**src/rtl/hft_pkg.sv**
```systemverilog
// Shared arbitrage-pipeline types: vertex-matrix word layout, relaxation states, widths.
package hft_pkg;

    localparam int NODES        = 16;
    localparam int WEIGHT_WIDTH = 31;
    localparam int PRED_WIDTH   = 3;
    localparam int VERT_WIDTH   = WEIGHT_WIDTH + PRED_WIDTH + 2;

    localparam logic signed [WEIGHT_WIDTH:0] WEIGHT_INF = {1'b0, {WEIGHT_WIDTH{1'b1}}};

    typedef struct packed {
        logic                           rsvd;
        logic [PRED_WIDTH:0]            pred;
        logic signed [WEIGHT_WIDTH:0]   weight;
    } vert_word_t;

    typedef enum logic [2:0] {
        IDLE,
        INIT,
        SET,
        RELAX,
        DONE
    } relax_state_t;

endpackage

```
**src/rtl/relax_cmp.sv**
```systemverilog
// Edge relaxation compare: decides whether svw+e improves dvw and supplies the new weight.
module relax_cmp
    import hft_pkg::*;
(
    input  logic signed [WEIGHT_WIDTH:0] svw,
    input  logic signed [WEIGHT_WIDTH:0] dvw,
    input  logic signed [WEIGHT_WIDTH:0] e,
    output logic                         do_update,
    output logic signed [WEIGHT_WIDTH:0] new_weight
);

    // One guard bit so the sum of two extreme weights cannot wrap.
    logic signed [WEIGHT_WIDTH+1:0] sum;
    logic signed [WEIGHT_WIDTH+1:0] dvw_ext;

    assign sum        = {svw[WEIGHT_WIDTH], svw} + {e[WEIGHT_WIDTH], e};
    assign dvw_ext    = {dvw[WEIGHT_WIDTH], dvw};
    assign do_update  = (e != '0) && (svw != WEIGHT_INF) && (sum < dvw_ext);
    assign new_weight = sum[WEIGHT_WIDTH:0];

endmodule

```
**src/rtl/bellman_relax.sv**
```systemverilog
// Bellman-Ford relaxation engine writing {pred, weight} words into vertmat.
// Optional macro RELAX_EARLY_EXIT_EN: finish after the first pass that makes no update.
module bellman_relax
    import hft_pkg::*;
#(
    parameter int NODES = hft_pkg::NODES
) (
    input  logic                  clk,
    input  logic                  relax_reset,
    input  logic                  relax_start,
    input  logic [PRED_WIDTH:0]   src_vertex,
    input  logic [WEIGHT_WIDTH:0] adjmat_q,
    input  logic [VERT_WIDTH:0]   vertmat_q_a,
    input  logic [VERT_WIDTH:0]   vertmat_q_b,
    output logic [PRED_WIDTH:0]   adjmat_row_addr,
    output logic [PRED_WIDTH:0]   adjmat_col_addr,
    output logic [PRED_WIDTH:0]   vertmat_addr_a,
    output logic [PRED_WIDTH:0]   vertmat_addr_b,
    output logic [VERT_WIDTH:0]   vertmat_data_b,
    output logic                  vertmat_we_b,
    output logic                  relax_busy,
    output logic                  relax_done
);

    localparam logic [PRED_WIDTH:0] LAST = (PRED_WIDTH+1)'(NODES - 1);

    relax_state_t        state_reg, state_next;
    logic [PRED_WIDTH:0] i_reg, i_next;
    logic [PRED_WIDTH:0] j_reg, j_next;
    logic [PRED_WIDTH:0] pass_reg, pass_next;
    logic [PRED_WIDTH:0] src_reg, src_next;
    logic                updated_reg, updated_next;
    logic                busy_reg, busy_next;
    logic                done_reg, done_next;

    logic                         do_update;
    logic signed [WEIGHT_WIDTH:0] new_weight;
    logic                         last_pass;
    vert_word_t                   wr_word;
    logic                         unused_bits;

    relax_cmp u_cmp (
        .svw        (vertmat_q_a[WEIGHT_WIDTH:0]),
        .dvw        (vertmat_q_b[WEIGHT_WIDTH:0]),
        .e          (adjmat_q),
        .do_update  (do_update),
        .new_weight (new_weight)
    );

    assign unused_bits = ^{vertmat_q_a[VERT_WIDTH:WEIGHT_WIDTH+1],
                           vertmat_q_b[VERT_WIDTH:WEIGHT_WIDTH+1], updated_reg};

`ifdef RELAX_EARLY_EXIT_EN
    // A pass that changed nothing means the distances have converged.
    assign last_pass = (pass_reg == LAST) || !(updated_reg || do_update);
`else
    assign last_pass = (pass_reg == LAST);
`endif

    always_ff @(posedge clk or posedge relax_reset) begin
        if (relax_reset) begin
            state_reg   <= IDLE;
            i_reg       <= '0;
            j_reg       <= '0;
            pass_reg    <= '0;
            src_reg     <= '0;
            updated_reg <= 1'b0;
            busy_reg    <= 1'b0;
            done_reg    <= 1'b0;
        end else begin
            state_reg   <= state_next;
            i_reg       <= i_next;
            j_reg       <= j_next;
            pass_reg    <= pass_next;
            src_reg     <= src_next;
            updated_reg <= updated_next;
            busy_reg    <= busy_next;
            done_reg    <= done_next;
        end
    end

    always_comb begin
        state_next     = state_reg;
        i_next         = i_reg;
        j_next         = j_reg;
        pass_next      = pass_reg;
        src_next       = src_reg;
        updated_next   = updated_reg;
        busy_next      = busy_reg;
        done_next      = done_reg;
        wr_word        = '0;
        vertmat_we_b   = 1'b0;
        vertmat_addr_b = j_reg;

        case (state_reg)
            IDLE: begin
                if (relax_start) begin
                    src_next   = src_vertex;
                    done_next  = 1'b0;
                    busy_next  = 1'b1;
                    i_next     = '0;
                    state_next = INIT;
                end
            end
            INIT: begin
                vertmat_addr_b = i_reg;
                vertmat_we_b   = 1'b1;
                wr_word.pred   = i_reg;
                wr_word.weight = (i_reg == src_reg) ? '0 : WEIGHT_INF;
                if (i_reg == LAST) begin
                    i_next       = '0;
                    j_next       = '0;
                    pass_next    = (PRED_WIDTH+1)'(1);
                    updated_next = 1'b0;
                    state_next   = SET;
                end else begin
                    i_next = i_reg + 1'b1;
                end
            end
            SET: begin
                state_next = RELAX;
            end
            RELAX: begin
                if (do_update) begin
                    vertmat_we_b   = 1'b1;
                    wr_word.pred   = i_reg;
                    wr_word.weight = new_weight;
                    updated_next   = 1'b1;
                end
                state_next = SET;
                if (j_reg != LAST) begin
                    j_next = j_reg + 1'b1;
                end else begin
                    j_next = '0;
                    if (i_reg != LAST) begin
                        i_next = i_reg + 1'b1;
                    end else begin
                        i_next = '0;
                        if (last_pass) begin
                            state_next = DONE;
                        end else begin
                            pass_next    = pass_reg + 1'b1;
                            updated_next = 1'b0;
                        end
                    end
                end
            end
            DONE: begin
                done_next  = 1'b1;
                busy_next  = 1'b0;
                state_next = IDLE;
            end
            default: state_next = IDLE;
        endcase
    end

    assign vertmat_data_b  = wr_word;
    assign adjmat_row_addr = i_reg;
    assign adjmat_col_addr = j_reg;
    assign vertmat_addr_a  = i_reg;
    assign relax_busy      = busy_reg;
    assign relax_done      = done_reg;

endmodule
```
**config.mk**
```make
export PLATFORM = sky130hd
export DESIGN_NAME = bellman_relax
export DESIGN_NICKNAME = d
export VERILOG_FILES = /design/src/rtl/hft_pkg.sv /design/src/rtl/relax_cmp.sv /design/src/rtl/bellman_relax.sv
export SDC_FILE = /design/constraint.sdc
export NUM_CORES = 1
export LEC_CHECK = 0
export CORE_AREA = 10 10 142 92
export CTS_CLUSTER_DIAMETER = 100
export CTS_CLUSTER_SIZE = 12
export DETAILED_ROUTE_END_ITERATION = 12
export DIE_AREA = 0 0 152 102
export GPL_TIMING_DRIVEN = 0
export PLACE_DENSITY = 0.79
export SYNTH_ARGS = -nofsm -noshare
export SYNTH_HDL_FRONTEND = slang
export SYNTH_HIERARCHICAL = 1
export SYNTH_SLANG_ARGS = --single-unit
```
**constraint.sdc**
```tcl
create_clock -name clk -period 5 [get_ports clk]
set_clock_uncertainty 0.1 [all_clocks]
set_input_delay 0.5 -clock clk [delete_from_list [all_inputs] [get_ports clk]]
set_output_delay 0.5 -clock clk [all_outputs]
set_load 0.01 [all_outputs]
```
== After elaboration in Yosys (flattened, before gate mapping) ==
Index checks and enable logic that the tools add are counted.
Operators by class
  $add $sub $neg: 4
  magnitude comparators: 1
  equality and inequality tests: 15
  multiplexer cells: 29
  reduce and logical (&&, ||, !) cells: 13
Operators by type and width (count)
  $pmux 36 s2: 1
  $mux 4: 11
  $mux 36: 1
  $add 32x32->33: 1
  $lt 33x32->1: 1
  $ne 32x32->1 const B: 1
  $reduce_bool 32->1: 1
  $mux 31: 1
  $pmux 4 s2: 2
  $mux 3: 5
  $add 4x1->4 const B: 3
  $pmux 3 s4: 1
  $pmux 4 s3: 1
  $ne 2x2->1 const B: 5
  $eq 4x4->1 const B: 2
  $ne 4x4->1 const B: 2
  $reduce_and 2->1: 4
  $eq 3x2->1 const B: 2
  $pmux 1 s2: 3
  $reduce_and 5->1: 1
  $eq 4x4->1: 1
  $reduce_bool 2->1: 2
  $eq 3x1->1 const B: 1
  $eq 3x3->1 const B: 1
  other kinds (5): 8
Word-level totals
  register bits: 21
  bits of input ports: 113
  output and inout bits: 56
  logic and storage cells: 69

== Logic depth before layout (Yosys ltp) ==
  word-level depth: 5
  mapped depth: 23
  mapped depth without buffers: 22

== Hierarchy ==
The synthesis kept the hierarchy.
Modules (own cells, without submodules)
  relax_cmp: times used 1, cells an instance 379, area an instance 2650.0 um^2, seq. area each 0.0 um^2
  bellman_relax: times used 1, cells an instance 192, area an instance 1565.3 um^2, seq. area each 525.5 um^2

== Worst setup path before layout ==
No wires, ideal clock.
  path type: input to output
  start: input port vertmat_q_a[4]
  end: output port vertmat_data_b[0]
  arrival: 4.560 ns
  data required time: 4.400 ns
  path slack: -0.160 ns
  stages: 21
  buffers on the path: 1
  cell sequence: ha_1 > a21o_1 > a31o_1 > o2111ai_2 > a31oi_1 > o31a_1 > a21oi_1 > xnor2_1 > ha_1 > a21o_1 > a21o_1 > a221o_1 > a221o_1 > nor3_1 > xor2_1 > a211oi_1 > inv_1 > nor2_1 > clkbuf_1 > nand2_1 > nand2_1
Between the ends
  longest elaborated chain between the ends: 5
  elaborated cells on any way between the ends: 7
  those cells by class: 1 x add/sub; 1 x order compare; 1 x eq/ne; 2 x mux; 2 x reduce/logical
Ends and longest elaborated chain
  from (decl): RTL line bellman_relax.sv:13  | input logic [VERT_WIDTH:0] vertmat_q_a,
  $add 32x32->33: RTL line relax_cmp.sv:16  | assign sum = {svw[WEIGHT_WIDTH], svw} + {e[WEIGHT_WIDTH], e};
  named net new_weight[27]: RTL line bellman_relax.sv:37  | logic signed [WEIGHT_WIDTH:0] new_weight;
  $lt 33x32->1: RTL line relax_cmp.sv:18  | assign do_update = (e != '0) && (svw != WEIGHT_INF) && (sum < dvw_ext);
  $logic_and 1x1->1: RTL line relax_cmp.sv:18
  named net do_update: RTL line bellman_relax.sv:36  | logic do_update;
  $mux 36: RTL line bellman_relax.sv:124  | if (do_update) begin
  $pmux 36 s2: RTL line bellman_relax.sv:95  | case (state_reg)
  to (decl): RTL line bellman_relax.sv:19  | output logic [VERT_WIDTH:0] vertmat_data_b,
The timed path passes the listed nets, and every way through them passes these cells.

== Worst setup path after layout ==
  start: input port vertmat_q_a[11]
  end: output port vertmat_data_b[30]
The elaborated chain is that of the path after synthesis.

==> impl_metrics.json <==
{
  "rsz0062_at_grt": "true",
  "worstMarginPinSlew_ps": 837,
  "crit_path_max_fanout": 5,
  "setup_violations": 37,
  "cap_viol_max_count": 0,
  "numCtsBuffers": 3,
  "failed_checks": "negative setup slack",
  "ys_ff_latch": 21,
  "clk_pin_slew_worst_paths_ps": 60,
  "clock_latency_ps": 260,
  "antenna_found_initial": 0,
  "fmax_ghz": 0.177,
  "yosys.area.top_type": "ha_1",
  "worstSetupPathType": "primary input to output pin",
  "die_y_um": 102,
  "outcome": "finished with violations",
  "initial_core_util_pct": 40.6,
  "io_pins": 169,
  "crit_family": "compound AO/OA/AOI/OAI gates",
  "die_w_um": 152,
  "grt_pass1_vias": 5377,
  "grt_pass1_wl_mm": 28.3,
  "synthArstFlopShare_pct": 100,
  "crit_required_ps": 4400,
  "ys_top_cells_by_area": "ha_1 20%, dfrtp_1 12%, nand2_1 10%, a21oi_1 5.6%, inv_1 4.3%",
  "cts.path.max_buffers": 2,
  "via_count": 5386,
  "dieArea_um2": 15500,
  "drc_errors": 0,
  "pre_cts_slack_ps": -1860,
  "yosysMostFrequentCell": "nand2_1",
  "hold_viol": 0,
  "core_area_um2": 10400,
  "hp-class": "flip-flop to flip-flop",
  "max_slew_margin_pct": 44.1,
  "numPortBuffers": 157,
  "synth_common_cells": "112 x nand2_1, 67 x ha_1, 48 x inv_1",
  "clock_sinks": 21,
  "drive_above_1_share_pct": 36.6,
  "synth.net_count": 752,
  "start_kind": "primary input",
  "crit_path_end_kind": "output pin",
  "syn_to_final_growth_pct": 75.2,
  "finalPower_mw": 2.97,
  "netlist_area_um2": 4220,
  "cp.arrival_ps": 5060,
  "htreeDepth": 1,
  "setup_slack_ps": -658,
  "viasPerCell": 5.82,
  "p_leak_nw": 3.34,
  "min_period_ps": 5660,
  "grt.overflow.total": 0,
  "layout.cells.non_filler": 925,
  "grt_util_all_layers_pct": 21.9,
  "critPathSlowestCell": "o31a_1",
  "grt_max_degree": 22,
  "gp_congestion": 0.939,
  "cts_root_buffer": "clkbuf_16",
  "cts_hold_buf": 0,
  "fin_nets": 968,
  "fin_crit_sh_pct": 113,
  "dp_hpwl_mm": 14.1,
  "tns_ps": -21930,
  "ys_seq_area_share_pct": 12.5,
  "power_density_nw_per_um2": 402,
  "synth-edff-count": 0,
  "yosysTopAreaCellShare_pct": 19.9,
  "drt_first_iter_violations": 451,
  "dp.cells": 867,
  "synth-main-ff-cell": "dfrtp_1",
  "vdd_drop_max_uv": 276,
  "ant_nets": 0,
  "antenna_cells": 0,
  "synth_cells": 571,
  "critPathBufInv": 6,
  "ys_types": 75,
  "rows": 29,
  "ys_warn_count": 6,
  "drt_first_pass_iters": 5,
  "routedWlPerCell_um": 20.5,
  "slew_violations": 0,
  "cpPeakStageDelay_ps": 360,
  "cts_tree": "yes",
  "syn_avg_cell_area_um2": 7.38,
  "wirelength_mm": 19.0,
  "hold_slack_ps": 416
}
==> where the power goes <==
part / internal (mW) / switching, mW
combinational: 1.23 / 1.25
clock: 0.108 / 0.0641
sequential: 0.226 / 0.0885
total: 1.57 / 1.40
==> what timing repair did <==
item / in CTS / in global routing
setup endpoints to repair: 37 / 37
pin swaps: 66 / 17
gates cloned: 2 / 0
resized for setup: 385 / 67
buffers inserted: 40 / 15
==> cell type report <==
cell class,instances,area [um^2]
buffer,17,170
clock buffer,3,75.1
clock inverter,1,5.00
fill,730,2990
inverter,48,180
multi-input combinational,483,4270
sequential,21,526
tap,139,174
timing repair buffer,213,1990
==> path summary, 6_finish.rpt <==
kind	from	to	slack [ps]	cells past startpoint
max reg2reg	adjmat_col_addr[0]$_DFFE_PP0P_	adjmat_row_addr[2]$_DFFE_PP0P_	3040	6
min reg2reg	relax_done$_DFFE_PP0P_	relax_done$_DFFE_PP0P_	420	1
min	relax_done$_DFFE_PP0P_	relax_done$_DFFE_PP0P_	420	1
max in group asynchronous	relax_reset	src_reg[3]$_DFFE_PP0P_	3660	2
min in group asynchronous	relax_reset	adjmat_col_addr[0]$_DFFE_PP0P_	620	2
max	vertmat_q_a[11]	vertmat_data_b[30]	-660	25
==> metrics by stage <==
step	area [um^2]	util, %
2_1_floorplan	4250	-
3_3_place_gp	5990	57.7
3_5_place_dp	5990	57.7
4_1_cts	7020	67.6
5_1_grt	7380	71.2
6_report	7380	71.2
==> kinds of logic after synthesis <==
group                    after synthesis  synth area share (%)
adder cells (fa/ha/maj)               68                  20.4
multiplexers                          10                  2.64
AND/OR/NAND/NOR                      230                  27.7
XOR/XNOR                              35                  7.27
buffers and inverters                 67                  7.45
flip-flops                            21                  12.5
AO/OA/AOI/OAI                        139                  22.1
other                                  1                0.0890
==> routing by layer <==
layer / vias up / routed length (um) / global-route usage, %
li1: 2493 / - / -
met1: 2570 / 7950 / 27.5
met2: 281 / 8870 / 37.2
met3: 42 / 1590 / 5.33
met4: 0 / 563 / 5.16
met5: - / 0 / 0
==> cell usage in the layout (no fill, tap or decap), drive strengths merged, types with 3 or more instances in the layout <==
| cell type | instances |
|---|---|
| buf | 113 |
| nand2 | 112 |
| clkdlybuf4s50 | 76 |
| ha | 67 |
| a21oi | 50 |
| inv | 48 |
| dlygate4sd2 | 35 |
| o21ai | 26 |
| nor2 | 23 |
| dfrtp | 21 |
| nand4 | 21 |
| xnor2 | 18 |
| xor2 | 17 |
| nand3 | 16 |
| a21o | 14 |
| nor4 | 11 |
| nor3 | 11 |
| mux2 | 9 |
| o21a | 8 |
| and4 | 7 |
| clkbuf | 6 |
| a211oi | 5 |
| and3 | 5 |
| and2 | 5 |
| nor2b | 4 |
| o2111ai | 3 |
| o21bai | 3 |
| nand2b | 3 |
| clkdlybuf4s15 | 3 |
| a221oi | 3 |
| a31oi | 3 |
Note: power is estimated with default switching activity, not from simulation.
